$ cat config.mk
export PLATFORM = sky130hd
export DESIGN_NAME = mdio_master_arbiter
export DESIGN_NICKNAME = d
export VERILOG_FILES = /design/src/rtl/mdio_master_arbiter.sv
export SDC_FILE = /design/constraint.sdc
export NUM_CORES = 1
export LEC_CHECK = 0
export ABC_AREA = 1
export CORE_UTILIZATION = 51
export DETAILED_ROUTE_END_ITERATION = 10
export PLACE_DENSITY = 0.81
export SETUP_SLACK_MARGIN = 0.02
export SYNTH_ARGS = -nofsm -noshare
export SYNTH_HDL_FRONTEND = slang
export SYNTH_SLANG_ARGS = --single-unit
$ cat constraint.sdc
create_clock -name MDC -period 3.85 [get_ports MDC]
set_clock_uncertainty 0.15 [all_clocks]
set_input_delay 1.155 -clock MDC [delete_from_list [all_inputs] [get_ports MDC]]
set_output_delay 1.155 -clock MDC [all_outputs]
set_load 0.02 [all_outputs]
$ cat src/rtl/mdio_master_arbiter.sv
// Two-requester round-robin Clause-22 MDIO master.
// One frame per grant; all pin outputs registered one cycle behind the FSM.
module mdio_master_arbiter #(
  parameter int PREAMBLE_LEN = 32
) (
  input  logic        MDC,
  input  logic        reset,
  input  logic        REQ0,
  input  logic        REQ1,
  input  logic        RW0,
  input  logic        RW1,
  input  logic [4:0]  PHYAD0,
  input  logic [4:0]  PHYAD1,
  input  logic [4:0]  REGAD0,
  input  logic [4:0]  REGAD1,
  input  logic [15:0] WDATA0,
  input  logic [15:0] WDATA1,
  input  logic        MDIO_IN,
  output logic        MDIO_OUT,
  output logic        MDIO_OE,
  output logic [1:0]  GNT,
  output logic        DONE0,
  output logic        DONE1,
  output logic [15:0] RDATA
);

  typedef enum logic [2:0] {
    IDLE, PRE, HDR, TA, DATA, FIN
  } state_t;

  localparam logic [5:0] PRE_LAST =
    6'(PREAMBLE_LEN - 1);

  state_t      state, state_nx;
  logic [5:0]  cnt, cnt_nx;
  logic        own, last, win, grant;
  logic        rw;
  logic [4:0]  phy, rad;
  logic [15:0] wd, shreg;
  logic [13:0] hdr;
  logic        oe_c, out_c, fin;
  logic [1:0]  gnt_c;

  // Tie goes to whoever was not granted last.
  assign win   = (REQ0 && REQ1) ? ~last : REQ1;
  assign hdr   = {2'b01, rw, ~rw, phy, rad};
  assign fin   = (state == FIN);
  assign gnt_c = (state == IDLE) ? 2'b00 :
                 (own ? 2'b10 : 2'b01);

  always_comb begin
    state_nx = state;
    cnt_nx   = cnt + 6'd1;
    grant    = 1'b0;
    unique case (state)
      IDLE: begin
        cnt_nx = 6'd0;
        if (REQ0 || REQ1) begin
          grant    = 1'b1;
          state_nx = (PREAMBLE_LEN == 0) ? HDR : PRE;
        end
      end
      PRE: if (cnt == PRE_LAST) begin
        state_nx = HDR;
        cnt_nx   = 6'd0;
      end
      HDR: if (cnt == 6'd13) begin
        state_nx = TA;
        cnt_nx   = 6'd0;
      end
      TA: if (cnt == 6'd1) begin
        state_nx = DATA;
        cnt_nx   = 6'd0;
      end
      DATA: if (cnt == 6'd15) begin
        state_nx = FIN;
        cnt_nx   = 6'd0;
      end
      FIN: begin
        state_nx = IDLE;
        cnt_nx   = 6'd0;
      end
      default: begin
        state_nx = IDLE;
        cnt_nx   = 6'd0;
      end
    endcase
  end

  always_comb begin
    oe_c  = 1'b0;
    out_c = 1'b1;
    unique case (state)
      PRE: oe_c = 1'b1;
      HDR: begin
        oe_c  = 1'b1;
        out_c = hdr[4'd13 - cnt[3:0]];
      end
      TA: if (!rw) begin
        oe_c  = 1'b1;
        out_c = (cnt == 6'd0);
      end
      DATA: if (!rw) begin
        oe_c  = 1'b1;
        out_c = wd[4'd15 - cnt[3:0]];
      end
      default: ;
    endcase
  end

  always_ff @(posedge MDC or posedge reset) begin
    if (reset) begin
      state <= IDLE;
      cnt   <= 6'd0;
    end else begin
      state <= state_nx;
      cnt   <= cnt_nx;
    end
  end

  always_ff @(posedge MDC or posedge reset) begin
    if (reset) begin
      own   <= 1'b0;
      last  <= 1'b1;
      rw    <= 1'b0;
      phy   <= 5'd0;
      rad   <= 5'd0;
      wd    <= 16'd0;
      shreg <= 16'd0;
    end else begin
      if (grant) begin
        own <= win;
        rw  <= win ? RW1 : RW0;
        phy <= win ? PHYAD1 : PHYAD0;
        rad <= win ? REGAD1 : REGAD0;
        wd  <= win ? WDATA1 : WDATA0;
      end
      // Each edge that closes a visible data bit samples it.
      if (state == DATA && cnt != 6'd0 && rw)
        shreg <= {shreg[14:0], MDIO_IN};
      if (fin)
        last <= own;
    end
  end

  always_ff @(posedge MDC or posedge reset) begin
    if (reset) begin
      MDIO_OUT <= 1'b1;
      MDIO_OE  <= 1'b0;
      GNT      <= 2'b00;
      DONE0    <= 1'b0;
      DONE1    <= 1'b0;
      RDATA    <= 16'd0;
    end else begin
      MDIO_OUT <= out_c;
      MDIO_OE  <= oe_c;
      GNT      <= gnt_c;
      DONE0    <= fin && !own;
      DONE1    <= fin && own;
      if (fin && rw)
        RDATA <= {shreg[14:0], MDIO_IN};
    end
  end

endmodule

## Word-level counts from Yosys, hierarchy flattened

Cells that the tools add are included.

| operators by class | value |
|---|---|
| add/sub/neg operators | 3 |
| magnitude comparators | 2 |
| equality and inequality tests | 14 |
| muxes and demuxes | 29 |
| bitwise gates (word level) | 2 |
| reductions and logical operators | 14 |

Operator list:

| kind | count |
|---|---|
| $mux 6 | 4 |
| $pmux 6 s4 | 1 |
| $mux 16 | 1 |
| $mux 3 | 5 |
| $pmux 3 s5 | 1 |
| $eq 6x4->1 const B | 2 |
| $lt 4x5->1 const B | 2 |
| $mux 5 | 2 |
| $mux 1 | 9 |
| $bmux 1 s4 | 2 |
| $ne 2x2->1 const B | 4 |
| $sub 4x4->4 const A | 2 |
| $add 6x1->6 const B | 1 |
| $eq 3x2->1 const B | 2 |
| $eq 3x3->1 const B | 2 |
| $eq 6x1->1 const B | 1 |
| $eq 6x5->1 const B | 1 |
| $logic_and 1x1->1 | 6 |
| $logic_not 6->1 | 1 |
| $reduce_bool 6->1 | 1 |
| $reduce_and 5->1 | 1 |
| $mux 2 | 2 |
| $reduce_or 2->1 | 2 |
| $eq 3x1->1 const B | 1 |
| other kinds (7) | 8 |

| storage, ports and cells | value |
|---|---|
| bits in registers | 75 |
| output and inout bits | 22 |

## Depth between registers and ports, before layout

| depth | value |
|---|---|
| depth in word-level cells | 5 |
| depth in mapped cells | 11 |
| depth with buffers taken out | 10 |

## Worst setup path after synthesis

No wires, ideal clock.

| path | value |
|---|---|
| kind | input port to flip-flop |
| start | input port REQ0 |
| end | register wd[4] |
| setup time | 82 ps |
| arrival | 1897 ps |
| required time | 3618 ps |
| slack | 1721 ps |
| cell stages on the path | 6 |
| cell sequence | nand2_1 -> nand2_2 -> inv_1 -> clkbuf_1 -> o21ai_0 -> o22ai_1 |

| between the ends | value |
|---|---|
| word-level cells in the longest chain between the ends | 3 |

RTL lines:

| what | line | source |
|---|---|---|
| start, declared | 8 | `input logic REQ0,` |
| $logic_and 1x1->1 / $logic_or 1x1->1 (equally long branches) | 45, 58 |  |
| $mux 1 (on tied branches) | 45, 58 |  |
| $mux 16 / $mux 1 (equally long branches) | 136, 55 |  |
| end signal, assigned | 136 | `wd <= win ? WDATA1 : WDATA0;` |
| end, declared | 39 | `logic [15:0] wd, shreg;` |

Several ways; a longest one is shown, not always the timed one.
A chain may end at the register's enable or synchronous reset.

## Final worst setup path

| path | value |
|---|---|
| start | register MDIO_OUT |
| end | output port MDIO_OUT |

RTL lines:

| what | line | source |
|---|---|---|
| start, declared | 19 | `output logic MDIO_OUT,` |
| start signal, assigned | 155 | `MDIO_OUT <= out_c;` |

No word-level cell between the ends.

==> flow_summary_export.csv <==
group,metric,value,unit
run_status,outcome,"complete, no violations",
clocking,post_cts.repair.setup_buffers,0,
clocking,ctsRootBufferMaster,"clkbuf_8",
power_and_ir_drop,power.internal,2.12,mW
sta,worst_hold_slack,0.301,ns
layout,final_nets,574,
sta,rsz0062_at_grt,"no",
clocking,tritoncts,"yes",
place,post-dp-hpwl,5300,um
min_path,hold_class,"reg -> reg",
routing,dr.pass1.iters,4,
routing,first_iter_violations,168,
critical_path,critPathRequiredTime,2.54,ns
clocking,cts_buffer_depth,2,
global_route,grt_use_total,22.4,%
sta,hold_viol_final,0,
power_and_ir_drop,p_leak,2.19,nW
sta,setup_viol,0,
synthesis,synth-seq-area-share,51.4,%
routing,via_per_inst,5.07,
critical_path,rr_startpoint,"cnt[1]",
critical_path,cp.arrival,1.45,ns
synthesis,yosysMostFrequentCell,"nand2_1",
critical_path,slowest_stage,"clkdlybuf4s50_1",
synthesis,ys_ff_latch,75,
synthesis,synth_edf_count,0,
clocking,insertion_delay,0.35,ns
sta,setup_ws,1.09,ns
clocking,cts_resized,0,
floorplanning,row_count,30,
layout,regArea,1880,um2
floorplanning,initial_utilization,53.2,%
synthesis,syn_area_per_cell,8.42,um2
sta,max_freq,363,MHz
clocking,cts_made_buffers,9,
synthesis,ys_dominant_reg_cell,"dfrtp_1",
sta,fin_crit_sh,71.6,%
layout,final_util,69.2,%
synthesis,synthDistinctLibCells,34,
clocking,clkSlewWorstSetupHoldPaths,0.08,ns
global_route,antenna_found_initial,0,
power_and_ir_drop,combPwrFrac,40.6,%
place,placedCellCount,595,
synthesis,yosysTopAreaCell,"dfrtp_1",
critical_path,slowest_delay,0.59,ns
global_route,overflow,0,
clocking,hold_buffers,0,
synthesis,synth_top_area_share,50.0,%
power_and_ir_drop,p_per_area,726,nW/um2
global_route,first_global_vias,3078,
sta,finalCriticalPeriod,2.76,ns
place,io_buffers,80,
synthesis,syn_nets,498,
critical_path,worstPathBufferInverterCount,1,
flow_run,maxCapViolations,0,
min_path,hold_depth,1,
floorplanning,die_w,86.7,um
critical_path,crit_fanout,1,
power_and_ir_drop,totalPowerFinal,3.45,mW
layout,fillers,527,
sta,final.setup.tns,0,ns
power_and_ir_drop,pwr-share-clk,21.5,%
critical_path,startpoint_type,"flip-flop",
layout,multiInputGateArea,1420,um2
critical_path,crit_family,"buffers and inverters",
place,pre_cts_ws,1.00,ns
power_and_ir_drop,irDropWorstVdd,0.268,mV
place,placed_cell_area,4500,um2
routing,vias,3095,
floorplanning,fp.dieH,86.7,um
layout,design_area,4750,um2
synthesis,synth_area,3650,um2
critical_path,critPathCaptureType,"output pin",
routing,drc,0,
critical_path,r2r_setup_slack,1.65,ns
layout,n_antenna_cell,0,
critical_path,path_class,"reg -> out",
layout,drive_above_1_share,8.16,%
power_and_ir_drop,p_seq_share,37.9,%
routing,routed_wirelength,7680,um
synthesis,yosysWarnings,0,
floorplanning,die_area,7510,um2
routing,postRouteAntennaNets,0,
synthesis,synth.area.top_cells,"dfrtp_1, o21ai_0, nand2_1, inv_1, o22ai_1",
min_path,min_delay_worst_endpoint,"DONE0",
global_route,grt_pass1_wl,13100,um
critical_path,path_cells,"clkdlybuf4s50_1",
power_and_ir_drop,p_switching,1.33,mW
layout,fin_cells,611,
place,gp_routability_congestion,0.902,
layout,area_growth,30.0,%
synthesis,synthArstFlopShare,100,%
routing,wire_per_inst,12.6,um
floorplanning,core,6870,um2
clocking,htree_levels,3,
global_route,grt_max_degree,56,
clocking,cts_sinks,75,
power_and_ir_drop,p_sw_share,38.6,%
synthesis,ys_top_cells_by_count,"nand2_1, dfrtp_1, inv_1",
synthesis,syn_inst,434,
sta,worstMarginPinSlew,0.964,ns
min_path,hp-start,"own",
sta,slew_viol_final,0,
critical_path,ff2ff_path_depth,7,
sta,max_slew_margin,35.5,%
critical_path,worstReg2RegEnd,"cnt[2]",
floorplanning,ioPinCount,81,
-- metal layers --
metal / track usage (%) / share of wire (%) / routed length [um]
met2: 40.6 / 51 / 3940
met5: 0 / 0 / 0
met3: 3.52 / 3.6 / 279
met1: 25.9 / 43 / 3330
met4: 10.8 / 1.8 / 135
-- worst max-delay path by stage --
stage | slack (ns) | depth (start not counted) | endpoint | from
floorplan | 0.64 | 1 | DONE0 | reset
global placement | 1.08 | 6 | rw | REQ0
detailed placement | 1.00 | 6 | phy[1] | REQ0
CTS | 1.08 | 1 | MDIO_OUT | MDIO_OUT
global route | 1.06 | 1 | MDIO_OUT | MDIO_OUT
finish | 1.09 | 1 | MDIO_OUT | MDIO_OUT
-- logic make-up (layout without fill, tap and decap cells) --
| kind of cell | after synthesis | count (layout) | share of synthesized area (%) |
|---|---|---|---|
| simple gates | 160 | 160 | 19.2 |
| compound gates | 105 | 105 | 16.4 |
| buf+inv | 83 | 164 | 9.76 |
| flops | 75 | 75 | 51.4 |
| fa+ha+maj | 5 | 5 | 1.71 |
| xor+xnor | 5 | 5 | 1.20 |
| mux | 1 | 1 | 0.308 |
-- registers in the layout, summed over array words and instances, names as in the netlist --
name,flops
state,3
shreg,15
RDATA,16
own,1
DONE0,1
cnt,6
GNT,2
phy,5
DONE1,1
wd,16
rad,5
rw,1
MDIO_OUT,1
MDIO_OE,1
last,1
-- placed cells by master (no fill, tap or decap), types with 4 or more instances in the layout --
master           Yosys  layout
a21oi_1              6       6
clkbuf_8             0       9
clkdlybuf4s50_1      0      80
dfrtp_1             73      73
ha_1                 5       5
inv_1               60      59
nand2_1             77      77
nand2_2              4       4
nand3_1             25      25
nor2_1              43      43
nor3_1               4       4
o21ai_0             58      58
o21ai_1              6       6
o21ai_2              4       4
o22ai_1             27      27
-- layout make-up --
| class | count | share of cell area (%) |
|---|---|---|
| multi-input cells | 276 | 29.9 |
| well taps | 96 | 2.53 |
| repair buffers | 84 | 17.8 |
| clock inverters | 7 | 2.63 |
| flip-flops and latches | 75 | 39.6 |
| clock buffers | 9 | 2.61 |
| inverters | 64 | 5.06 |
-- power groups by stage --
stage	registers (mW)	clock network (mW)	logic, mW
6_report	1.31	0.740	1.40
4_1_cts	1.31	0.750	1.41
3_3_place_gp	1.30	0	1.34
2_1_floorplan	1.35	0	0.961
3_5_place_dp	1.32	0	1.39
5_1_grt	1.34	0.780	1.57
(Power assumes the default switching activity.)
